`config.mk`:
```
export PLATFORM = sky130hd
export DESIGN_NAME = phy_mdio_sequencer
export DESIGN_NICKNAME = d
export VERILOG_FILES = /design/src/rtl/phy_mdio_pkg.sv /design/src/rtl/mdio_frame.sv /design/src/rtl/phy_mdio_sequencer.sv
export SDC_FILE = /design/constraint.sdc
export NUM_CORES = 1
export LEC_CHECK = 0
export ABC_AREA = 0
export BUFFER_PORTS_ARGS = -buffer_cell sky130_fd_sc_hd__buf_4
export CORE_UTILIZATION = 45
export DETAILED_ROUTE_END_ITERATION = 12
export PLACE_DENSITY = 0.71
export SLEW_MARGIN = 20
export SYNTH_ARGS = -nofsm -noshare
export SYNTH_HDL_FRONTEND = slang
export SYNTH_SLANG_ARGS = --single-unit
```
`constraint.sdc`:
```
create_clock -name clock -period 2.45 [get_ports clock]
set_input_delay 0.49 -clock clock [delete_from_list [all_inputs] [get_ports clock]]
set_output_delay 0.49 -clock clock [all_outputs]
set_load 0.005 [all_outputs]
```
`src/rtl/phy_mdio_pkg.sv`:
```
// Shared constants, state encoding and the MDIO frame builder for the PHY bring-up sequencer.
package phy_mdio_pkg;

  localparam logic [4:0]  REG_BMSR      = 5'h01;
  localparam logic [4:0]  REG_EXT_CTL   = 5'h0B;
  localparam logic [4:0]  REG_EXT_WDATA = 5'h0C;
  localparam logic [4:0]  REG_PHYCTL    = 5'h1F;

  localparam logic [15:0] EXT_CTL_260   = 16'h8104;
  localparam logic [15:0] EXT_CTL_261   = 16'h8105;

  localparam logic [1:0]  OP_WR         = 2'b01;
  localparam logic [1:0]  OP_RD         = 2'b10;

  typedef enum logic [2:0] {
    WAIT_START,
    W260_CTL,
    W260_DAT,
    W261_CTL,
    W261_DAT,
    POLL_WAIT,
    R_BMSR,
    R_PHYCTL
  } state_t;

  // Full 64-bit clause-22 frame, MSB first; read frames carry ones in TA/data.
  function automatic logic [63:0] build_frame(input logic       rd,
                                              input logic [4:0]  phy_addr,
                                              input logic [4:0]  reg_addr,
                                              input logic [15:0] wdata);
    return {32'hFFFF_FFFF, 2'b01, (rd ? OP_RD : OP_WR), phy_addr, reg_addr,
            (rd ? 2'b11 : 2'b10), (rd ? 16'hFFFF : wdata)};
  endfunction

endpackage

```
`src/rtl/mdio_frame.sv`:
```
// One MDIO frame engine: MDC divider, 64-bit shift out, read data capture on MDC rise.
module mdio_frame
  import phy_mdio_pkg::*;
#(
  parameter int         CLK_DIV  = 25,
  parameter logic [4:0] PHY_ADDR = 5'd7
) (
  input  logic        clock,
  input  logic        reset_n,
  input  logic        start,
  input  logic        rd,
  input  logic [4:0]  reg_addr,
  input  logic [15:0] wdata,
  input  logic        mdio_i,
  output logic        busy,
  output logic        done,
  output logic [15:0] rdata,
  output logic        mdc,
  output logic        mdio_o,
  output logic        mdio_oe
);

  localparam int            DW       = $clog2(CLK_DIV);
  localparam logic [DW-1:0] DIV_LAST = DW'(CLK_DIV - 1);

  logic [1:0]    sync;
  logic          active;
  logic          rd_q;
  logic [DW-1:0] div_cnt;
  logic [5:0]    bit_cnt;
  logic [63:0]   shift;
  logic [63:0]   frame_word;

  assign frame_word = build_frame(rd, PHY_ADDR, reg_addr, wdata);
  assign busy       = active;

  // NOTE: sequential state uses non-blocking assignments only, so every flop sees pre-edge values.
  always_ff @(posedge clock or negedge reset_n) begin
    if (!reset_n) begin
      sync    <= 2'b11;
      active  <= 1'b0;
      rd_q    <= 1'b0;
      div_cnt <= '0;
      bit_cnt <= '0;
      shift   <= '1;
      done    <= 1'b0;
      rdata   <= '0;
      mdc     <= 1'b0;
      mdio_o  <= 1'b1;
      mdio_oe <= 1'b0;
    end else begin
      sync <= {sync[0], mdio_i};
      done <= 1'b0;
      if (!active) begin
        if (start) begin
          active  <= 1'b1;
          rd_q    <= rd;
          div_cnt <= '0;
          bit_cnt <= '0;
          shift   <= frame_word;
          mdc     <= 1'b0;
          mdio_o  <= frame_word[63];
          mdio_oe <= 1'b1;
        end
      end else if (div_cnt != DIV_LAST) begin
        div_cnt <= div_cnt + 1'b1;
      end else begin
        div_cnt <= '0;
        if (!mdc) begin
          // Every rise shifts in; after 64 rises only the 16 data bits remain.
          mdc   <= 1'b1;
          rdata <= {rdata[14:0], sync[1]};
        end else begin
          mdc <= 1'b0;
          if (bit_cnt == 6'd63) begin
            active  <= 1'b0;
            done    <= 1'b1;
            mdio_o  <= 1'b1;
            mdio_oe <= 1'b0;
          end else begin
            bit_cnt <= bit_cnt + 1'b1;
            shift   <= {shift[62:0], 1'b1};
            mdio_o  <= shift[62];
            // Reads release the line from the first turnaround bit (46) onward.
            mdio_oe <= !(rd_q && (bit_cnt >= 6'd45));
          end
        end
      end
    end
  end

endmodule

```
`src/rtl/phy_mdio_sequencer.sv`:
```
// PHY bring-up: programs RGMII pad skew, then polls link/speed and gates the RGMII receiver.
module phy_mdio_sequencer
  import phy_mdio_pkg::*;
#(
  parameter int          CLK_DIV        = 25,
  parameter logic [4:0]  PHY_ADDR       = 5'd7,
  parameter logic [23:0] STARTUP_CYCLES = 24'd2_500_000,
  parameter logic [23:0] POLL_CYCLES    = 24'd1_250_000,
  parameter logic [15:0] RX_CLK_SKEW    = 16'hF0F0,
  parameter logic [15:0] RX_DATA_SKEW   = 16'h0000
) (
  input  logic clock,
  input  logic reset_n,
  output logic mdc,
  output logic mdio_o,
  output logic mdio_oe,
  input  logic mdio_i,
  output logic cfg_done,
  output logic link_up,
  output logic speed_1Gbit,
  output logic rx_reset
);

  state_t      state, state_n;
  logic [23:0] cnt, cnt_n;
  logic        issued, issued_n;
  logic        cfg_done_n, link_tmp, link_tmp_n, link_up_n, speed_n;

  logic        start, rd, busy, done;
  logic [4:0]  reg_addr;
  logic [15:0] wdata, rdata;

  mdio_frame #(.CLK_DIV(CLK_DIV), .PHY_ADDR(PHY_ADDR)) u_frame (
    .clock    (clock),
    .reset_n  (reset_n),
    .start    (start),
    .rd       (rd),
    .reg_addr (reg_addr),
    .wdata    (wdata),
    .mdio_i   (mdio_i),
    .busy     (busy),
    .done     (done),
    .rdata    (rdata),
    .mdc      (mdc),
    .mdio_o   (mdio_o),
    .mdio_oe  (mdio_oe)
  );

  always_ff @(posedge clock or negedge reset_n) begin
    if (!reset_n) begin
      state       <= WAIT_START;
      cnt         <= '0;
      issued      <= 1'b0;
      cfg_done    <= 1'b0;
      link_tmp    <= 1'b0;
      link_up     <= 1'b0;
      speed_1Gbit <= 1'b0;
      rx_reset    <= 1'b1;
    end else begin
      state       <= state_n;
      cnt         <= cnt_n;
      issued      <= issued_n;
      cfg_done    <= cfg_done_n;
      link_tmp    <= link_tmp_n;
      link_up     <= link_up_n;
      speed_1Gbit <= speed_n;
      rx_reset    <= !(cfg_done && link_up && speed_1Gbit);
    end
  end

  // NOTE: every signal written here gets a default first, so no latch is inferred.
  always_comb begin
    state_n    = state;
    cnt_n      = cnt;
    issued_n   = issued;
    cfg_done_n = cfg_done;
    link_tmp_n = link_tmp;
    link_up_n  = link_up;
    speed_n    = speed_1Gbit;
    start      = 1'b0;
    rd         = 1'b0;
    reg_addr   = REG_BMSR;
    wdata      = '0;

    case (state)
      WAIT_START, POLL_WAIT: begin
        if (cnt == ((state == WAIT_START) ? STARTUP_CYCLES : POLL_CYCLES) - 24'd1) begin
          cnt_n   = '0;
          state_n = (state == WAIT_START) ? W260_CTL : R_BMSR;
        end else begin
          cnt_n = cnt + 24'd1;
        end
      end
      W260_CTL: begin reg_addr = REG_EXT_CTL;   wdata = EXT_CTL_260;  end
      W260_DAT: begin reg_addr = REG_EXT_WDATA; wdata = RX_CLK_SKEW;  end
      W261_CTL: begin reg_addr = REG_EXT_CTL;   wdata = EXT_CTL_261;  end
      W261_DAT: begin reg_addr = REG_EXT_WDATA; wdata = RX_DATA_SKEW; end
      R_BMSR:   begin reg_addr = REG_BMSR;      rd = 1'b1;            end
      R_PHYCTL: begin reg_addr = REG_PHYCTL;    rd = 1'b1;            end
      default:  state_n = WAIT_START;
    endcase

    // Frame states: issue one start while the engine is idle, advance on its done.
    if (state != WAIT_START && state != POLL_WAIT) begin
      start = !issued && !busy;
      if (start) issued_n = 1'b1;
      if (done) begin
        issued_n = 1'b0;
        case (state)
          W260_CTL: state_n = W260_DAT;
          W260_DAT: state_n = W261_CTL;
          W261_CTL: state_n = W261_DAT;
          W261_DAT: begin state_n = POLL_WAIT; cfg_done_n = 1'b1; end
          R_BMSR: begin
            state_n    = R_PHYCTL;
            link_tmp_n = (rdata != 16'hFFFF) && rdata[2];
          end
          default: begin
            state_n   = POLL_WAIT;
            link_up_n = link_tmp;
            speed_n   = link_tmp && rdata[6];
          end
        endcase
      end
    end
  end

endmodule

```
==> flow_summary.toml, run 1 <==
[synth]
yosysSeqAreaShare = 0.5722
yosys_warnings = 0
ys_dominant_reg_cell = "dfstp_2"
synth.net_count = 512
syn-cell-area_mm2 = 0.005876
syn-instance-count = 503
yosys_register_bits = 131
async_flop_share = 1.000
syn-mean-instance-area_um2 = 11.68
synth-edff-count = 0
yosys.cell_types.count = 63

[drt]
drtPass1Iterations = 4
ant_nets = 0
drtIter0Drc = 322
vias = 4075
viasPerCell = 5.788
routed_wl_um = 11430
wl_per_cell_um = 16.24
remaining_drc_errors = 0

[sta]
period_needed_ps = 2135
finalSetupTns_ps = 0
setup_viol = 0
fmax_mhz = 468.5
max_slew.worst_pin.slew_ps = 734.5
drv_slew = 0
final.setup.worst_slack_ps = 315.3
maxSlewHeadroom = 0.5085
rsz0062_at_grt = "no"
min_period_over_period = 0.8713
hold_viol = 0
finClkSkew_ps = 16.59

[place]
gp_congestion = 0.8431
numPortBuffers = 9
dp_hpwl_um = 7178
dpl_worst_slack_ps = 340.2
dpl.cell_count = 672

[pwr]
cellLeakagePower_nw = 2.748
combPwrFrac = 0.009
p_int_mw = 3.670
sw_frac_of_total = 0.2179
pwr-share-clk = 0.527
powerDensity_mw_per_mm2 = 692.8
peakVddDrop_mv = 0.4390
p_seq_frac = 0.463
p_switching_mw = 1.023

[floorplan]
die_h_um = 116.3
die_area_mm2 = 0.01352
io_pins = 10
die_w_um = 116.3
start_util = 0.4637
std_cell_rows = 41
core_mm2 = 0.01267

[clock_network]
h-tree-depth = 4
post_cts_resized = 0
root_buffer = "clkbuf_16"
clk-insertion-delay-late_ps = 430
cts_buffer_depth = 2
hold_buffers = 0
clock_sinks = 131
path_clk_slew_ps = 60
cts_made_buffers = 17
cts_tree = "yes"
post_cts_buffers = 0

[cells_and_area]
multi_input_area_mm2 = 0.002331
finalNonFillerCells = 704
mostFrequentLayoutCell = "dfstp_2"
diodes = 0
nFillCells = 1084
nets = 528
seqCellArea_mm2 = 0.003362
layout.cells.most_common_list = "67 x dfstp_2, 64 x dfrtp_1, 33 x o22a_1, 28 x nand2_1, 25 x o21ai_0"
synthToLayoutAreaGrowth_pct = 15.29
drive_above_1_share = 0.2857

[worst_setup_path]
endpoint_kind = "flop"
cp.arrival_ps = 2430
worstSetupPathType = "flop to flop"
slowest_delay_ps = 430
crit_path_max_fanout = 37
crit_chain = "ha_1 -> and3_1 -> a211o_1 -> buf_4 -> o31ai_1 -> a21oi_1"
crit_family = "compound AO/OA/AOI/OAI gates"
r2r-start = "u_frame.bit_cnt[0]"
critPathLaunchType = "flop"
cp_num_buf_inv = 1
cp.required_ps = 2740
critPathSlowestCell = "dfrtp_1"
crit_start = "u_frame.bit_cnt[0]"
rrSetupSlack_ps = 320

[global_route]
grt_max_degree = 132
grt.overflow.total = 0
grtUsageTotal = 0.1882
grt_antenna_before_repair = 0
grt_pass1_wl_um = 19350
grt_pass1_vias = 3945

[flow_run]
cap_violations = 0

[run_status]
status = "completed"

[hold_path]
min_path_type = "input pin to asynchronous set/reset pin"
-- layout make-up --
class / count / share of cell area
flip-flops and latches: 131 / 0.4963
well taps: 172 / 0.03177
clock buffers: 20 / 0.06890
repair buffers: 26 / 0.03251
inverters: 16 / 0.008866
clock inverters: 12 / 0.01755
multi-input cells: 327 / 0.3441
-- power by group through the flow --
stage                     logic, mW  registers [mW]  clock network [mW]
after floorplan           0.0000137            2.21                   0
after global routing         0.0534            2.17                2.63
after global placement       0.0471            2.21                   0
final                        0.0445            2.17                2.48
after CTS                    0.0480            2.17                2.55
after detailed placement     0.0480            2.21                   0
-- stage by stage --
stage	hold WS, ps	util	power, mW	instance area, um2
after floorplan	194.4	-	2.208	5876
after global placement	350.6	0.4884	2.255	6188
after detailed placement	350.1	0.4884	2.256	6188
after CTS	144.4	0.5346	4.772	6774
after global routing	150.0	0.5346	4.853	6774
final	156.5	0.5346	4.693	6774
-- state kept, by name, indices dropped and copies added (netlist names), 2 cells and up --
| name | flops |
|---|---|
| u_frame.div_cnt | 5 |
| u_frame.sync | 2 |
| cnt | 24 |
| u_frame.bit_cnt | 6 |
| state | 3 |
| u_frame.shift | 63 |
| u_frame.rdata | 16 |
-- metal layers --
metal,share of wire,track usage,vias to the layer above
li1,-,-,1915
met1,0.47,0.2532,2070
met2,0.47,0.2801,86
met3,0.052,0.06227,4
met4,0.0067,0.07692,0
met5,0,0,-
-- worst paths after layout --
check	end	cells after the start
worst max-delay path	u_frame.bit_cnt[3]	6
worst min-delay path	u_frame.div_cnt[3]	2
worst max register to register	u_frame.bit_cnt[3]	6
worst min register to register	u_frame.sync[1]	0
max in group asynchronous	cnt[9]	2
min in group clock	u_frame.sync[0]	1
-- cells in the mapped netlist, drive strengths merged (2+ instances only) --
cell    count  area, um2
mux2       18      202.7
and4        3      26.28
a21boi      2      18.77
nand3b      3      22.52
o22a       33      289.0
nor4        6      37.54
and3        7      43.79
nand2      28      105.1
nor3        6      30.03
nand2b      4      25.02
nor2b       4      25.02
o211ai      2      15.01
dfstp      67       1760
nor4b       2      17.52
buf        13      67.57
nor2       17      63.81
xor2        3      45.05
a21o        5      37.54
a221o      16      160.2
nand4b      3      32.53
or3         8      50.05
a31oi       3      18.77
o31ai       5      37.54
nand3      24      120.1
or4         5      45.04
nand4      15      93.84
inv        15      56.30
nor4bb      4      40.04
a21oi      22      113.9
ha          6      75.07
and2        6      37.54
a22o        7      61.31
a211oi      4      35.03
o21ai      25      125.1
clkbuf     16      60.06
dfrtp      64       1602
xnor2      15      131.4
-- cells by family after synthesis --
family / Yosys count / synth area share
AND/OR/NAND/NOR: 149 / 0.1450
AO/OA/AOI/OAI: 135 / 0.1719
flip-flops: 131 / 0.5722
buffers and inverters: 45 / 0.03194
multiplexers: 19 / 0.03620
XOR/XNOR: 18 / 0.03003
adder cells (fa/ha/maj): 6 / 0.01278
Note: power is estimated with default switching activity, not from simulation.
==> run 2: changes to the inputs <==
--- a/config.mk
+++ b/config.mk
@@ -13,4 +13,5 @@
 export SLEW_MARGIN = 20
 export SYNTH_ARGS = -nofsm -noshare
 export SYNTH_HDL_FRONTEND = slang
+export SYNTH_HIERARCHICAL = 1
 export SYNTH_SLANG_ARGS = --single-unit
==> constraint.sdc (replaced) <==
create_clock -name clock -period 2.12 [get_ports clock]
set_input_delay 0.424 -clock clock [delete_from_list [all_inputs] [get_ports clock]]
set_output_delay 0.424 -clock clock [all_outputs]
set_load 0.005 [all_outputs]
==> flow_summary.toml, run 2 <==
[pwr]
powerDensity_mw_per_mm2 = 782.9
peakVddDrop_mv = 0.4186
p_seq_frac = 0.439
p_int_mw = 4.636
combPwrFrac = 0.011
cellLeakagePower_nw = 3.043
pwr-share-clk = 0.549
sw_frac_of_total = 0.1892
p_switching_mw = 1.082

[sta]
finClkSkew_ps = 8.378
drv_slew = 0
finalSetupTns_ps = 0
period_needed_ps = 1966
maxSlewHeadroom = 0.5888
hold_viol = 0
fmax_mhz = 508.5
rsz0062_at_grt = "no"
hold_ws_ps = 112.4
min_period_over_period = 0.9276
final.setup.worst_slack_ps = 153.5
max_slew.worst_pin.slew_ps = 608.2
setup_viol = 0

[synth]
synth_top_area_frac = 0.2823
synth-edff-count = 0
yosysTopAreaCell = "dfstp_2"
yosys_warnings = 6
synth-compound-area-share = 0.1172
yosys_register_bits = 131
synthAdderAreaFrac = 0.01204
synth_commonest_cells = "85 x nor2_1, 67 x dfstp_2, 64 x dfrtp_1"
async_flop_share = 1.000
synth_top_family_by_area = "simple AND/OR/NAND/NOR gates"
yosysMostFrequentCell = "nor2_1"
syn-instance-count = 595
yosys.cell_types.count = 65
syn-mean-instance-area_um2 = 10.48
syn-cell-area_mm2 = 0.006236
ys_dominant_reg_cell = "dfstp_2"
yosysSeqAreaShare = 0.5391
synthSimpleGateAreaFrac = 0.2000
synth_xor_area_frac = 0.03792
yosys-mux-area-fraction = 0.05598
synth_area_leaders = "dfstp_2 28%, dfrtp_1 26%, nor2_1 5.1%, o21ai_0 5.1%, nand3_1 4.6%"

[worst_setup_path]
cp.required_ps = 2420
cp_num_buf_inv = 1
cp.arrival_ps = 2270
worstSetupPathType = "flop to flop"
critPathSlowestCell = "dfrtp_1"
r2r_end = "u_frame/rdata[5]"
rr_worst_depth = 6
crit_chain = "inv_1 -> ha_1 -> and4b_4 -> nand2_1 -> nor2_4 -> mux2_2"
rrSetupSlack_ps = 150
crit_start = "u_frame/div_cnt[0]"
slowest_delay_ps = 410
r2r-start = "u_frame/div_cnt[0]"
critPathLaunchType = "flop"
endpoint_kind = "flop"
crit_path_max_fanout = 16
path_depth = 6
crit_family = "simple AND/OR/NAND/NOR gates"
crit_end = "u_frame/rdata[5]"

[drt]
wl_per_cell_um = 15.21
viasPerCell = 5.643
drtIter0Drc = 293
remaining_drc_errors = 0
vias = 4548
ant_nets = 0
routed_wl_um = 12260
drtPass1Iterations = 5

[cells_and_area]
top_register = "u_frame/shift"
finalNonFillerCells = 806
top_regs = "u_frame/shift: 63 flops, cnt: 24 flops, u_frame/rdata: 16 flops"
drive_above_1_share = 0.3095
mostFrequentLayoutCell = "nor2_1"
nets = 626
diodes = 0
synthToLayoutAreaGrowth_pct = 17.11
largest_reg_flops = 63
layout.cells.most_common_list = "83 x nor2_1, 67 x dfstp_2, 64 x dfrtp_1, 63 x o21ai_0, 57 x nand3_1"

[global_route]
grt_pass1_wl_um = 20840
grtUsageTotal = 0.1834
grt_max_degree = 57
grt_antenna_before_repair = 0
grt.overflow.total = 0
grt_pass1_vias = 4394

[place]
dp_hpwl_um = 7671
dpl.cell_count = 772
numPortBuffers = 9
gp_congestion = 0.7764
dpl_worst_slack_ps = 61.41

[clock_network]
cts_tree = "yes"
path_clk_slew_ps = 60
cts_made_buffers = 17
cts_buffer_depth = 2
h-tree-depth = 4
clock_sinks = 131
clk-insertion-delay-late_ps = 420
root_buffer = "clkbuf_16"

[floorplan]
start_util = 0.4654
die_h_um = 119.7
die_area_mm2 = 0.01433
io_pins = 10
std_cell_rows = 42
die_w_um = 119.7
core_mm2 = 0.01340

[flow_run]
cap_violations = 0

[run_status]
status = "completed"

[hold_path]
min_path_type = "input pin to flop"
-- run 2: cell count changes in the layout (fill, tap and decap cells not counted), moves of 16 or more --
cell     change
o22a_1      -33
a221o_1     -16
nand3_1     +33
nor2_1      +66
o21ai_0     +38
-- run 2: final cells by class --
| type | count | area, um2 |
|---|---|---|
| inverter | 8 | 30.03 |
| clock inverter | 10 | 180.2 |
| multi-input combinational | 421 | 2681 |
| timing repair buffer | 38 | 375.4 |
| tap | 176 | 220.2 |
| sequential | 131 | 3362 |
| clock buffer | 22 | 454.2 |
| fill | 1132 | 6097 |
-- run 2: cells by family (layout without fill, tap and decap cells) --
family | after synthesis | in the layout
compound gates | 111 | 111
xor+xnor | 27 | 27
fa+ha+maj | 6 | 6
buf+inv | 47 | 78
flops | 131 | 131
mux | 30 | 30
other cells | 1 | 5
simple gates | 242 | 242
-- run 2: worst register-to-register path, cell delays in order (launching register included) --
cell     delay (ps)
dfrtp_1         410
inv_1            70
ha_1            210
and4b_4         290
nand2_1         100
nor2_4          360
mux2_2          400
-- run 2: power by group through the flow --
stage	clock (mW)	sequential (mW)	combinational (mW)
floorplan	0	2.55	0.000960
global placement	0	2.55	0.0655
detailed placement	0	2.55	0.0673
CTS	3.19	2.51	0.0692
global route	3.30	2.51	0.0764
finish	3.14	2.51	0.0649
-- run 2: how the worst min path moves through the flow --
stage / start / to / slack, ps / cells after the start
finish: mdio_i / u_frame/sync[0] / 110 / 1
global placement: u_frame/sync[0] / u_frame/sync[1] / 350 / 0
global route: mdio_i / u_frame/sync[0] / 90 / 1
CTS: mdio_i / u_frame/sync[0] / 100 / 1
floorplan: reset_n / cfg_done / 130 / 0
detailed placement: u_frame/sync[0] / u_frame/sync[1] / 350 / 0
-- run 2: repair_timing --
item	CTS	global route
setup endpoints to repair	0	21
hold buffers	1	0
gates resized for setup	0	1
endpoints found under the hold margin	5	0
setup buffers	0	1
-- run 2: layer usage --
metal  GRT usage  wire length, um  vias to the layer above
met4     0.07344              136                        0
met3     0.04753              485                       13
met5           0                0                        -
met1      0.2414             5498                     2282
met2      0.2887             6140                      104
li1            -                -                     2149
-- run 2: metrics by stage --
step / utilization / cell area [um2] / power [mW]
floorplan: - / 6257 / 2.553
global placement: 0.4950 / 6633 / 2.617
detailed placement: 0.4950 / 6633 / 2.619
CTS: 0.5430 / 7277 / 5.768
global route: 0.5450 / 7303 / 5.887
finish: 0.5450 / 7303 / 5.718
